<file path="src/rtl/bowling_roll_tx.sv">
// rtl/bowling_roll_tx.sv - bowling roll transmitter: frame-rule check, rate-limited N/UPD strobe toward the score keeper.
module bowling_roll_tx #(
    parameter int FRAMES   = 10,
    parameter int MAX_PINS = 10,
    parameter int UPD_GAP  = 4
) (
    input  logic       clk,
    input  logic       rst_n,
    input  logic       roll_valid,
    input  logic [3:0] roll_pins,
    input  logic       Done,
    output logic [3:0] N,
    output logic       UPD,
    output logic       reject,
    output logic [3:0] frame,
    output logic [1:0] roll_idx,
    output logic       game_over
);

    localparam int GW = (UPD_GAP > 1) ? $clog2(UPD_GAP) : 1;
    localparam logic [GW-1:0] GAP_LOAD = GW'(UPD_GAP - 1);
    localparam logic [3:0] MAXP = 4'(MAX_PINS);
    localparam logic [3:0] LAST = 4'(FRAMES);

    typedef enum logic [2:0] {
        S_ROLL1  = 3'd0,
        S_ROLL2  = 3'd1,
        S_BONUS1 = 3'd2,
        S_BONUS2 = 3'd3,
        S_OVER   = 3'd4
    } state_t;

    state_t        state_q, state_d;
    logic [3:0]    pins_q, pins_d;
    logic [3:0]    frame_q, frame_d;
    logic [1:0]    roll_idx_q, roll_idx_d;
    logic [GW-1:0] gap_q, gap_d;
    logic [3:0]    n_q, n_d;
    logic          upd_q, reject_q, game_over_q;
    logic          accept, strike, last_frame;

    always_comb begin
        // pins_q never exceeds MAX_PINS, so oversized rolls fail the pins check
        accept     = roll_valid && !Done && (state_q != S_OVER) &&
                     (gap_q == '0) && (roll_pins <= pins_q);
        strike     = (roll_pins == MAXP);
        last_frame = (frame_q == LAST);
        state_d    = state_q;
        pins_d     = pins_q;
        frame_d    = frame_q;
        if (Done) begin
            state_d = S_OVER;
        end else if (accept) begin
            case (state_q)
                S_ROLL1: begin
                    if (strike) begin
                        pins_d = MAXP;
                        if (last_frame) state_d = S_BONUS1;
                        else            frame_d = frame_q + 4'd1;
                    end else begin
                        pins_d  = pins_q - roll_pins;
                        state_d = S_ROLL2;
                    end
                end
                S_ROLL2: begin
                    if (!last_frame) begin
                        frame_d = frame_q + 4'd1;
                        pins_d  = MAXP;
                        state_d = S_ROLL1;
                    end else if (roll_pins == pins_q) begin
                        pins_d  = MAXP;
                        state_d = S_BONUS2;
                    end else begin
                        state_d = S_OVER;
                    end
                end
                S_BONUS1: begin
                    pins_d  = strike ? MAXP : (pins_q - roll_pins);
                    state_d = S_BONUS2;
                end
                S_BONUS2: state_d = S_OVER;
                default:  state_d = S_OVER;
            endcase
        end

        case (state_d)
            S_ROLL1:            roll_idx_d = 2'd0;
            S_ROLL2, S_BONUS1:  roll_idx_d = 2'd1;
            S_BONUS2:           roll_idx_d = 2'd2;
            default:            roll_idx_d = roll_idx_q;
        endcase

        if (accept)            gap_d = GAP_LOAD;
        else if (gap_q != '0)  gap_d = gap_q - 1'b1;
        else                   gap_d = gap_q;

        n_d = accept ? roll_pins : n_q;
    end

    always_ff @(posedge clk or negedge rst_n) begin
        if (!rst_n) begin
            state_q     <= S_ROLL1;
            pins_q      <= MAXP;
            frame_q     <= 4'd1;
            roll_idx_q  <= 2'd0;
            gap_q       <= '0;
            n_q         <= 4'd0;
            upd_q       <= 1'b0;
            reject_q    <= 1'b0;
            game_over_q <= 1'b0;
        end else begin
            state_q     <= state_d;
            pins_q      <= pins_d;
            frame_q     <= frame_d;
            roll_idx_q  <= roll_idx_d;
            gap_q       <= gap_d;
            n_q         <= n_d;
            upd_q       <= accept;
            reject_q    <= roll_valid && !accept;
            game_over_q <= game_over_q || (state_d == S_OVER);
        end
    end

    assign N         = n_q;
    assign UPD       = upd_q;
    assign reject    = reject_q;
    assign frame     = frame_q;
    assign roll_idx  = roll_idx_q;
    assign game_over = game_over_q;

endmodule

</file>
<file path="config.mk">
export PLATFORM = sky130hd
export DESIGN_NAME = bowling_roll_tx
export DESIGN_NICKNAME = d
export VERILOG_FILES = /design/src/rtl/bowling_roll_tx.sv
export SDC_FILE = /design/constraint.sdc
export NUM_CORES = 1
export LEC_CHECK = 0
export ABC_AREA = 1
export BUFFER_PORTS_ARGS = -buffer_cell sky130_fd_sc_hd__buf_4
export CORE_ASPECT_RATIO = 1.4
export CORE_MARGIN = 8
export CORE_UTILIZATION = 59
export CTS_CLUSTER_SIZE = 14
export DETAILED_ROUTE_END_ITERATION = 8
export PLACE_DENSITY = 0.81
export SYNTH_ARGS = -nofsm -noshare
export SYNTH_HDL_FRONTEND = slang
export SYNTH_SLANG_ARGS = --single-unit
export TNS_END_PERCENT = 100
</file>
<file path="constraint.sdc">
create_clock -name clk -period 5 [get_ports clk]
set_input_delay 0.25 -clock clk [delete_from_list [all_inputs] [get_ports clk]]
set_output_delay 0.25 -clock clk [all_outputs]
set_load 0.05 [all_outputs]
</file>
======== Word-level counts from Yosys, hierarchy flattened ========
Index checks and enable logic that the tools add are counted.
storage, ports and cells
  output and inout bits ................... 13
  input bits .............................. 8
  flip-flop bits (word level) ............. 22
  word-level logic and storage cells ...... 63
operators by class
  add/sub/neg operators ................... 3
  bitwise gates (word level) .............. 1
  equal/unequal tests ..................... 12
  order comparisons ....................... 1
  muxes and demuxes ....................... 17
  reductions and logical operators ........ 20
operators by type and width
  operator                                                         number
  4-bit two-way mux                                                5
  3-bit two-way mux                                                6
  4-bit one-hot mux with 2 select lines                            2
  3-bit by 2-bit == test with 1-bit output, second input constant  3
  3-bit one-hot mux with 3 select lines                            1
  4-bit == test, second input constant                             2
  4-bit AND reduction                                              2
  2-bit nonzero test                                               4
  3-bit by 1-bit == test with 1-bit output, second input constant  2
  3-bit zero test                                                  2
  3-bit != test, second input constant                             2
  2-bit one-hot mux with 3 select lines                            1
  1-bit logical AND                                                5
  4-bit by 1-bit adder with 4-bit output, second input constant    1
  4-bit == test                                                    1
  4-bit less-or-equal comparator                                   1
  2-bit two-way mux                                                2
  2-bit OR reduction                                               2
  4-bit subtractor                                                 1
  3-bit == test, second input constant                             1
  3-bit nonzero test                                               1
  1-bit zero test                                                  2
  2-bit zero test                                                  1
  2-bit != test, second input constant                             1
  3 further kinds                                                  3

======== Logic depth before layout (Yosys ltp) ========
Gate-level depths: netlist of the first run.
  depth after elaboration ................. 10
  mapped depth ............................ 13
  depth with buffers taken out ............ 13

======== Least setup slack after synthesis of the first run ========
Ideal clock, no wire load.
  path type ............................... register -> register
  start ................................... reg frame_q[0] (netlist: frame[0])
  end ..................................... reg frame_q[3] (netlist: frame[3])
  period minus slack after synthesis ...... 1.893 ns
  data arrival time ....................... 1.752 ns
  required time ........................... 4.859 ns
  path buffers ............................ 0
  stages on the path, launching flop included .. 10
  library setup time ...................... 0.141 ns
  path slack .............................. 3.107 ns
  path through ............................ dfstp_2 inv_1 ha_1 nand2_1 nor2_1 nor2_1 nand3_1 nor2_4 nand4_1 xnor2_1
on the way
  word-level cells in the longest chain between the ends .. 4
  elaborated cells between the ends (all ways) .. 5
  those cells by class .................... add/sub: 1; eq/ne: 1; mux: 3
RTL lines
  item                                                                            RTL line    text
  from (decl)                                                                     35          logic [3:0] frame_q, frame_d;
  from (signal assigned)                                                          114         frame_q <= frame_d;
  4-bit by 1-bit adder with 4-bit output / 4-bit == test (equally long branches)  59, 67, 47
  4-bit two-way mux *                                                             58, 66
  4-bit two-way mux                                                               56          if (strike) begin
  4-bit one-hot mux with 2 select lines *                                         54          case (state_q)
Mark *: on every way between the ends. The rest lies on a longest branch, timed or not. The select of a mux whose other input is x is not followed.
A chain may end at the register's enable or synchronous reset.

======== Worst setup path after layout of the first run ========
  start ................................... reg pins_q[1]
  end ..................................... reg game_over_q (netlist: game_over)
on the way
  word-level cells in the longest chain between the ends .. 8
  elaborated cells between the ends (all ways) .. 10
  those cells by class .................... order compare: 1; eq/ne: 2; mux: 5; reduce/logical: 2
RTL lines
  item                                   RTL line  text
  from (decl)                            34        logic [3:0] pins_q, pins_d;
  from (signal assigned)                 113       pins_q <= pins_d;
  4-bit == test                          70        end else if (roll_pins == pins_q) begin
  3-bit two-way mux                      70
  3-bit two-way mux                      66        if (!last_frame) begin
  3-bit one-hot mux with 3 select lines  54
  3-bit two-way mux *                    53        end else if (accept) begin
  3-bit two-way mux *                    51        if (Done) begin
  3-bit == test *                        120       game_over_q <= game_over_q || (state_d == S_OVER);
  1-bit logical OR *                     120
  to (signal assigned)                   120
  to (decl)                              39        logic upd_q, reject_q, game_over_q;
Mark *: on every way between the ends. The rest lies on a longest branch, timed or not.

==> results of run 1 <==
==> per-layer routing <==
metal  GRT usage [%]  vias to the layer above  part of all wire, %  wire [um]
met2            31.3                       43                   53       1640
met3            2.97                       15                  3.9        121
met4            11.0                        0                  4.9        152
met5               0                        -                    0          0
li1                -                      567                    -          -
met1            16.4                      528                   38       1160
==> state kept, by name, indices dropped and copies added, names as in the netlist <==
| signal | cells |
|---|---|
| game_over | 1 |
| UPD | 1 |
| frame | 4 |
| N | 4 |
| gap_q | 2 |
| roll_idx | 2 |
| reject | 1 |
| state_q | 3 |
| pins_q | 4 |
==> how the worst max path moves through the flow <==
| stage | to | depth (start not counted) | from |
|---|---|---|---|
| 3_5_place_dp | frame[3] | 10 | roll_pins[0] |
| 2_1_floorplan | frame[3] | 9 | frame[0] |
| 6_report | game_over | 12 | pins_q[1] |
| 5_1_grt | game_over | 12 | pins_q[1] |
| 3_3_place_gp | game_over | 12 | pins_q[1] |
| 4_1_cts | game_over | 12 | pins_q[1] |
==> where the power goes <==
group	switching (W)	leakage (nW)	internal [W]
Clock	0.0000540	0.0150	0.0000313
Sequential	0.00000471	0.279	0.000188
Combinational	0.0000379	0.539	0.0000241
==> logic make-up after synthesis <==
family,synth area share [%]
adder cells (fa/ha/maj),8.11
flip-flops,41.8
buffers and inverters,8.29
AO/OA/AOI/OAI,9.99
AND/OR/NAND/NOR,28.6
XOR/XNOR,3.30
==> final cells by class <==
type,count,share of cell area (%)
Clock buffer,4,1.72
Inverter,26,6.38
Multi-Input combinational cell,114,43.4
Sequential cell,22,36.3
Tap cell,22,1.80
Timing Repair Buffer,21,10.5
==> stage by stage <==
step                      instances  power [W]  setup WS (ns)  cell area [um2]
after floorplan                 164   0.000235           3.11             1330
after global placement          204   0.000250           3.05             1490
after detailed placement        204   0.000258           2.96             1490
after CTS                       209   0.000343           2.94             1530
after global routing            209   0.000355           2.72             1530
final                           209   0.000340           2.93             1530
==> what timing repair did <==
action / in CTS / in global routing
gates resized for setup: 0 / 0
hold endpoints to repair: 19 / 0
hold buffers: 1 / 0
buffers inserted: 0 / 0
==> worst max-delay path: stages (launching register included) <==
cell and delay, ns:
dfstp_2 0.56, inv_1 0.05, fa_1 0.44, inv_1 0.08, nand3_1 0.07, nand3_2 0.14
nand2_4 0.14, nor2_1 0.12, nand2_1 0.06, nand2_1 0.09, nand2_1 0.07, nand2_1 0.06
o21bai_1 0.06
==> layout by cell type, fill, tap and decap left out, types with 2 or more instances in the layout <==
cell	count
a21oi_4	2
nand2_2	3
nand2_1	40
nor2_1	19
dfrtp_1	19
buf_4	20
a21oi_1	5
xnor2_1	3
xor2_1	2
nand4_1	3
o31ai_1	2
ha_1	7
clkbuf_4	3
o21ai_1	6
inv_2	7
dfstp_2	3
a31oi_1	2
nand3_1	10
o21ai_0	2
inv_1	19
==> synthesized netlist by cell type (all sizes together) <==
library cell / instances / area [um2]
dfrtp: 19 / 475
nand2: 44 / 180
xor2: 2 / 17.5
nand3: 11 / 60.1
inv: 26 / 97.6
ha: 7 / 87.6
fa: 1 / 20.0
nor3: 1 / 10.0
a21oi: 7 / 57.6
buf: 2 / 12.5
o21bai: 1 / 7.51
nor2: 21 / 88.8
xnor2: 3 / 26.3
dfstp: 3 / 78.8
nand4: 4 / 40.0
o31ai: 2 / 15.0
a31oi: 2 / 12.5
o21ai: 8 / 40.0
==> Implementation_results.wiki, run 1 <==
{| class="wikitable"
! Metric !! Value
|-
| Critical path data required time || 5.20 ns
|-
| Worst Hold Class || primary input to flip-flop
|-
| Max-Cap Viols || 0
|-
| # clock sinks || 22
|-
| Max_slew headroom || between 70 and 80%
|-
| Total routed wirelength || 3070 um
|-
| Setup slack of the worst register-to-register path || just under 3 ns
|-
| Hold Path Stages || 3
|-
| Total half-perimeter wirelength after legalization and detailed placement || 2450 um
|-
| Vertical die dimension || around 70 um
|-
| CTS tree || yes
|-
| Hold Path Origin || roll_valid
|-
| Overflow after GRT || 0
|-
| RSZ-0062 raised after global routing || false
|-
| ANT nets after route || 0
|-
| R2R Path Start || pins_q[1]
|-
| Core outline area || approximately 2200 um2
|-
| Initial core utilization || 61.7%
|-
| Top-level I/O count || 21
|-
| Fraction of final layout cells sized beyond drive strength 1 || a little under a quarter
|-
| Data arrival, critical path || between 2 and 2.5 ns
|-
| Overall via count from detail_route || 1153
|-
| R2r endpoint || game_over
|-
| Hold_ws || roughly 0.14 ns
|-
| Filler Cells Inserted || 174
|-
| YS warnings || 0
|-
| Worst hold path endpoint || reject
|-
| Nature of the critical path endpoint || flip-flop
|-
| Antenna violations before repair || 0
|-
| GPL Wtd Cong || 0.893
|-
| Critical path fanouts, max || 15
|-
| DRC viols || 0
|-
| Achievable clock frequency || 483 MHz
|-
| Post-Synthesis Net Count || 180
|-
| Core Rows || 20
|-
| Finish-stage setup viols || 0
|-
| Diode insertion count for antenna repair || 0
|-
| Power density of the placed cells || around 220 nW/um2
|-
| Die X || 56.1 um
|-
| Share of the cycle needed by the critical path after routing || 41.4%
|-
| Number of clock buffers inserted by TritonCTS || 3
|-
| Mean routed wirelength per cell || 14.7 um
|-
| Aggregate global-route resource usage || 16.8%
|-
| Area added between synthesis and finish || 15.2%
|-
| Period minus WS final || 2.07 ns
|-
| Latest clock arrival within the worst-skew pair || 0.33 ns
|-
| Quantity of I/O buffers inserted on ports || 20
|-
| Slew Viols, Final || 0
|-
| Clock tree skew after final layout || approximately 0.022 ns
|-
| Post-CTS clock slew at the launch and capture registers of the worst setup and hold paths || 0.13 ns
|-
| Area occupied by registers || approximately 550 um2
|-
| Status || completed
|-
| Avg Cell Area, Syn || 8.09 um2
|-
| First-pass iteration count of the detailed router || 4
|-
| Distinct cells, synth || 28
|-
| Gate Count Post-Synth || 164
|-
| Sequential element share of the synthesized area || a little over two fifths
|-
| Kind of critical path || flip-flop to flip-flop
|-
| Vias in the first global route || ~1200
|-
| Slew @ Worst Pin || roughly 0.33 ns
|-
| Sum of negative setup slack || 0 ns
|-
| Maximum number of pins on one net before global-route repair || 23
|-
| Worst vdd ir || ~0.00028 V
|-
| Fin. Hold Viols || 0
|-
| Post-synthesis instance area || 1330 um2
|-
| Area used by multi-input combinational logic || 663 um2
|-
| Worst setup SP type || flip-flop
|-
| Average vias per placed instance || roughly 5.5
|-
| Global-route wire length before repair || around 5500 um
|-
| Number of buffers on the longest clock path || 2
|-
| Full die area || 4050 um2
|-
| DRC marker count from the first detailed-route iteration || 35
|-
| Layout net count || 204
|-
| Leakage power || around 0.83 nW
|-
| Yosys reg bits || 22
|-
| H-Tree Level Count || 1
|-
| CTS Root Cell || clkbuf_4
|-
| Core Util, Final || slightly above 70%
|-
| R2r worst-path depth || 12
|}
Note: power is estimated with default switching activity, not from simulation.
==> inputs of run 2 (changes only) <==
Settings changed: CORE_UTILIZATION 59 to 50, PLACE_DENSITY 0.81 to 0.73.
Clock period 5 ns to 1.8 ns, I/O delays scaled along.
==> run 2 against run 1 <==
Net effect: the run now ends with setup timing left; sequential cell count unchanged; worst setup slack worse by 3.0 ns; clock power rose to 2.8 times the previous value; first-iteration DRC count up 2.9%; sequential share of layout area down 4.8 points; largest power group unchanged; total power rose to 2.8 times the previous value; non-clock buffer count up 10; register-to-register slack worse by 3.0 ns; sequential power rose to 2.8 times the previous value; global-route usage down 2.7 points; final area up 16%.
==> Implementation_results.wiki, run 2 (synthesis results as in run 1) <==
{| class="wikitable"
! Metric !! Value
|-
| Setup slack of the worst register-to-register path || -0.08 ns
|-
| Quantity of I/O buffers inserted on ports || 20
|-
| Leading cell type in the layout, fill and taps excluded || nand2_1
|-
| CTS Root Cell || clkbuf_4
|-
| Die X || 59.6 um
|-
| DP Worst Slack || -0.0746 ns
|-
| H-Tree Level Count || 1
|-
| Hold Path Origin || roll_pins[0]
|-
| Critical path origin || pins_q[1]
|-
| Core Rows || 22
|-
| Fraction of final layout cells sized beyond drive strength 1 || 40.6%
|-
| GPL Wtd Cong || 0.954
|-
| Worst Setup EP || game_over
|-
| Non-filler cells in the finished layout || roughly 230
|-
| Latest clock arrival within the worst-skew pair || 0.32 ns
|-
| Top-level I/O count || 21
|-
| CTS tree || yes
|-
| Achievable clock frequency || 531 MHz
|-
| Clock tree skew after final layout || around 0.0087 ns
|-
| Area of placed instances || around 1600 um2
|-
| Max_slew headroom || slightly below 80%
|-
| Worst vdd ir || 0.000612 V
|-
| Power density of the placed cells || roughly 540 nW/um2
|-
| First-pass iteration count of the detailed router || 4
|-
| Diode insertion count for antenna repair || 0
|-
| Count of buffer and inverter cells on the critical path || 2
|-
| R2r endpoint || game_over
|-
| Share of the cycle needed by the critical path after routing || 105%
|-
| Finish-stage setup viols || 9
|-
| DRC marker count from the first detailed-route iteration || 36
|-
| Overflow after GRT || 0
|-
| Placed cell count || around 230
|-
| Initial core utilization || roughly half
|-
| Cell family with most CP delay || simple AND/OR/NAND/NOR gates
|-
| Most frequent cells in the layout || nand2_1 (30), buf_4 (27), dfrtp_1 (19), inv_1 (16), nor2_1 (14)
|-
| Maximum number of pins on one net before global-route repair || 23
|-
| Violated checks || setup timing
|-
| R2r worst-path depth || 12
|-
| Layout net count || 214
|-
| Number of clock buffers inserted by TritonCTS || 3
|-
| Global-route wire length before repair || 5070 um
|-
| Mean routed wirelength per cell || 14.0 um
|-
| CP max stage delay || 0.57 ns
|-
| Number of buffers on the longest clock path || 2
|-
| Core outline area || 2590 um2
|-
| Slew Viols, Final || 0
|-
| Post-CTS clock slew at the launch and capture registers of the worst setup and hold paths || 0.12 ns
|-
| Critical path data required time || roughly 2.0 ns
|-
| Fin. Hold Viols || 0
|-
| Antenna violations before repair || 0
|-
| Overall via count from detail_route || 1188
|-
| Cells traversed along the worst timing path || inv_2 > fa_2 > inv_2 > nand3_2 > nand3_4 > nand2_8 > nor2_4 > nand2_2 > nand2_4 > nand2_2 > nand2_1 > o21bai_1
|-
| Vias in the first global route || 1217
|-
| Period minus WS final || 1.88 ns
|-
| Data arrival, critical path || 2.09 ns
|-
| Total stage count of the critical path || 12
|-
| Leakage power || 0.882 nW
|-
| Nature of the critical path endpoint || flip-flop
|-
| Area added between synthesis and finish || 33.6%
|-
| Status || finished with violations
|-
| Kind of critical path || flip-flop to flip-flop
|-
| Vertical die dimension || 77.0 um
|-
| Full die area || ~4600 um2
|-
| Total half-perimeter wirelength after legalization and detailed placement || 2340 um
|-
| Sum of negative setup slack || -0.326 ns
|-
| # clock sinks || 22
|-
| Worst Hold Class || primary input to flip-flop
|-
| Average vias per placed instance || ~5.1
|-
| Hold Path Stages || 3
|-
| Max-Cap Viols || 0
|-
| Critical path fanouts, max || 7
|-
| Final WS setup || -0.0842 ns
|-
| Aggregate global-route resource usage || about 14%
|-
| Worst setup SP type || flip-flop
|-
| ANT nets after route || 0
|-
| Slew @ Worst Pin || 0.340 ns
|-
| Critical-path top delay cell || dfstp_2
|-
| Cell area after layout || 1770 um2
|-
| RSZ-0062 raised after global routing || true
|-
| DRC viols || 0
|-
| R2R Path Start || pins_q[1]
|-
| Total routed wirelength || 3260 um
|}
==> run 2: cell types whose count changed in the layout (fill, tap and decap cells not counted), moves of 3 or more <==
cell     delta
nand2_1    -10
buf_4       +7
nand2_2     +6
nor2_1      -5
inv_1       -3
inv_2       +3
nand2_4     +3
nand3_1     -3
nor2_2      +3
==> run 2: how the worst min path moves through the flow <==
stage                 endpoint  slack, ns
floorplan                 N[0]      -0.21
finish                    N[0]       0.06
detailed placement        N[3]     -0.003
CTS                 state_q[1]       0.06
global placement          N[2]      -0.01
global route              N[0]       0.07
==> run 2: repair_timing <==
item	CTS	global route
hold endpoints to repair	23	0
resized for setup	14	19
buffers inserted	0	1
hold buffers	2	0
setup endpoints to repair	10	18
pin swaps	7	12
==> run 2: power breakdown <==
group	switching [W]	total, W	internal, W	leakage (nW)
clock	0.000150	0.000237	0.0000868	0.0150
sequential	0.00000853	0.000529	0.000521	0.280
combinational	0.000109	0.000185	0.0000762	0.587
total	0.000268	0.000951	0.000684	0.882
==> run 2: stage by stage <==
step	total power, W	utilization [%]	hold WS [ns]
after global routing	0.000997	68.6	0.0718
final	0.000951	68.6	0.0573
after global placement	0.000699	61.6	-0.0107
after CTS	0.000955	65.1	0.0645
after floorplan	0.000654	-	-0.206
after detailed placement	0.000715	61.6	-0.00263
==> run 2: layout make-up <==
| cell class | count | area, um2 |
|---|---|---|
| flip-flops and latches | 22 | 558 |
| repair buffers | 31 | 245 |
| multi-input cells | 114 | 802 |
| fillers | 234 | 813 |
| clock buffers | 4 | 26.3 |
| inverters | 26 | 97.6 |
| well taps | 36 | 45.0 |
==> run 2: tightest hold or removal path, cell delays in order <==
cell	delay [ns]
buf_4	0.12
inv_1	0.06
o21ai_1	0.07
==> run 2: routing by layer <==
metal / vias to the layer above / global-route usage (%) / share of wire (%)
met5: - / 0 / 0
met2: 27 / 27.1 / 58
met4: 0 / 6.95 / 3.4
met3: 13 / 2.84 / 4.7
met1: 564 / 12.8 / 34
li1: 584 / - / -
==> inputs of run 3 (changes only) <==
Settings changed: CORE_UTILIZATION 50 to 52, CTS_BUF_LIST set to sky130_fd_sc_hd__clkbuf_4, PLACE_DENSITY 0.73 to 0.75.
==> run 3 against run 2 <==
Net effect: the run still ends with setup timing left; via count decreased by 1.3%; critical endpoint unchanged; sequential share of layout area increased by 0.50 points; sequential cell count unchanged; first-iteration DRC count decreased by 8.3%; largest power group unchanged; register-to-register slack improved by 0.05 ns; clock power decreased by 5%; critical path depth unchanged; non-clock buffer count unchanged; maximum frequency increased by 2.6%; clock skew decreased by 0.0056 ns; critical path type unchanged.
==> Implementation_results.wiki, run 3 (synthesis results as in run 1) <==
{| class="wikitable"
! Metric !! Value
|-
| Critical path data required time || 2.00 ns
|-
| Achievable clock frequency || approximately 540 MHz
|-
| Total half-perimeter wirelength after legalization and detailed placement || about 2400 um
|-
| Worst setup SP type || flip-flop
|-
| Mean routed wirelength per cell || 13.4 um
|-
| Post-CTS clock slew at the launch and capture registers of the worst setup and hold paths || 0.12 ns
|-
| R2r endpoint || game_over
|-
| Core outline area || 2420 um2
|-
| Data arrival, critical path || 2.04 ns
|-
| Overflow after GRT || 0
|-
| Leading cell type in the layout, fill and taps excluded || nand2_1
|-
| Latest clock arrival within the worst-skew pair || 0.31 ns
|-
| Met1 Routed Length || between 1000 and 1500 um
|-
| Cell area after layout || 1750 um2
|-
| Aggregate global-route resource usage || 15.1%
|-
| Area added between synthesis and finish || 31.6%
|-
| Full die area || roughly 4400 um2
|-
| Non-filler cells in the finished layout || about 230
|-
| Average vias per placed instance || 5.07
|-
| Core Rows || 21
|-
| R2R Path Start || pins_q[1]
|-
| Met3 wire len || 143 um
|-
| Total routed wirelength || between 3000 and 4000 um
|-
| First-pass iteration count of the detailed router || 5
|-
| Max-Cap Viols || 0
|-
| Slew @ Worst Pin || 0.353 ns
|-
| Most frequent cells in the layout || nand2_1 (28), buf_4 (26), dfrtp_1 (19), inv_1 (16), nor2_1 (15)
|-
| Fraction of final layout cells sized beyond drive strength 1 || 40.1%
|-
| CTS Root Cell || clkbuf_4
|-
| Max layer used || met4
|-
| Period minus WS final || 1.84 ns
|-
| R2r worst-path depth || 12
|-
| Max_slew headroom || 76.5%
|-
| Die X || slightly below 60 um
|-
| Slew Viols, Final || 0
|-
| Clock tree skew after final layout || 0.00309 ns
|-
| Critical path fanouts, max || 7
|-
| Area occupied by registers || 558 um2
|-
| ANT nets after route || 0
|-
| Critical path origin || pins_q[1]
|-
| Layout net count || 214
|-
| DRC viols || 0
|-
| Number of buffers on the longest clock path || 2
|-
| Global-route wire length before repair || 5120 um
|-
| H-Tree Level Count || 1
|-
| Area of placed instances || between 1500 and 2000 um2
|-
| Power density of the placed cells || 540 nW/um2
|-
| GPL Wtd Cong || 0.901
|-
| Worst vdd ir || 0.000474 V
|-
| Routed length on met2 || approximately 1700 um
|-
| Maximum number of pins on one net before global-route repair || 23
|-
| Quantity of I/O buffers inserted on ports || 20
|-
| Setup slack of the worst register-to-register path || -0.04 ns
|-
| Fin. Hold Viols || 0
|-
| Vertical die dimension || 75.8 um
|-
| Overall via count from detail_route || around 1200
|-
| Leakage power || 0.879 nW
|-
| RSZ-0062 raised after global routing || true
|-
| DRC marker count from the first detailed-route iteration || 33
|-
| Finish-stage setup viols || 6
|-
| CTS tree || yes
|-
| Vias in the first global route || 1177
|-
| Nature of the critical path endpoint || flip-flop
|-
| Kind of critical path || flip-flop to flip-flop
|-
| Share of the cycle needed by the critical path after routing || 102%
|-
| Top-level I/O count || 21
|-
| Area used by multi-input combinational logic || 773 um2
|-
| Antenna violations before repair || 0
|-
| Diode insertion count for antenna repair || 0
|-
| Initial core utilization || roughly 55%
|-
| Filler Cells Inserted || around 200
|-
| Number of clock buffers inserted by TritonCTS || 3
|-
| # clock sinks || 22
|-
| Placed cell count || around 220
|-
| Violated checks || setup timing
|-
| Worst Setup EP || game_over
|-
| Worst Hold Class || primary input to flip-flop
|-
| Final WS setup || -0.0356 ns
|-
| Status || finished with violations
|}
## run 3: cell type report
type / instances / share of cell area, %
sequential: 22 / 31.9
clock inverter: 1 / 0.215
clock buffer: 3 / 1.29
timing repair buffer: 31 / 14.3
inverter: 26 / 5.59
multi-input combinational: 114 / 44.3
tap: 34 / 2.44
## run 3: worst min path at each step
stage / start / cells after the start / slack, ns / endpoint
4_1_cts: Done / 4 / 0.05 / state_q[0]
5_1_grt: Done / 4 / 0.06 / state_q[1]
3_5_place_dp: rst_n / 1 / -0.002 / N[2]
3_3_place_gp: rst_n / 1 / -0.01 / N[2]
6_report: Done / 4 / 0.06 / state_q[1]
2_1_floorplan: rst_n / 0 / -0.21 / N[0]
## run 3: timing repair
| item | in CTS | in global routing |
|---|---|---|
| endpoints found under the setup margin | 11 | 18 |
| pin swaps | 7 | 5 |
| gates resized for setup | 12 | 17 |
| buffers inserted | 0 | 1 |
| hold buffers | 2 | 0 |
| hold endpoints to repair | 23 | 0 |
## run 3: layer usage
layer	global-route usage [%]	vias to the layer above
li1	-	581
met1	14.5	554
met2	28.9	30
met3	3.89	7
met4	7.20	0
met5	0	-
## run 3: worst max-delay path, cell delays in order, from the launching register on
cell and delay (ns):
dfstp_2 0.57, inv_2 0.04, fa_2 0.38, inv_2 0.07, nand3_2 0.08, nand3_4 0.11, nand2_8 0.09, nor2_4 0.09
nand2_2 0.05, nand2_2 0.08, nand2_2 0.05, nand2_1 0.05, o21bai_1 0.06
## run 3: stage by stage
stage	total power, W	utilization (%)	setup WS [ns]	hold WS [ns]	TNS, ns
after floorplan	0.000654	-	-0.0525	-0.206	-0.0525
after global placement	0.000700	65.8	-0.0112	-0.0119	-0.0245
after detailed placement	0.000712	65.8	-0.0994	-0.00180	-0.406
after CTS	0.000948	69.3	-0.0811	0.0540	-0.384
after global routing	0.000996	72.3	-0.153	0.0632	-1.32
final	0.000943	72.3	-0.0356	0.0623	-0.107
## run 3: report_power, final
part | switching [W] | internal [W]
clock | 0.000145 | 0.0000810
combinational | 0.000109 | 0.0000763
sequential | 0.0000103 | 0.000521
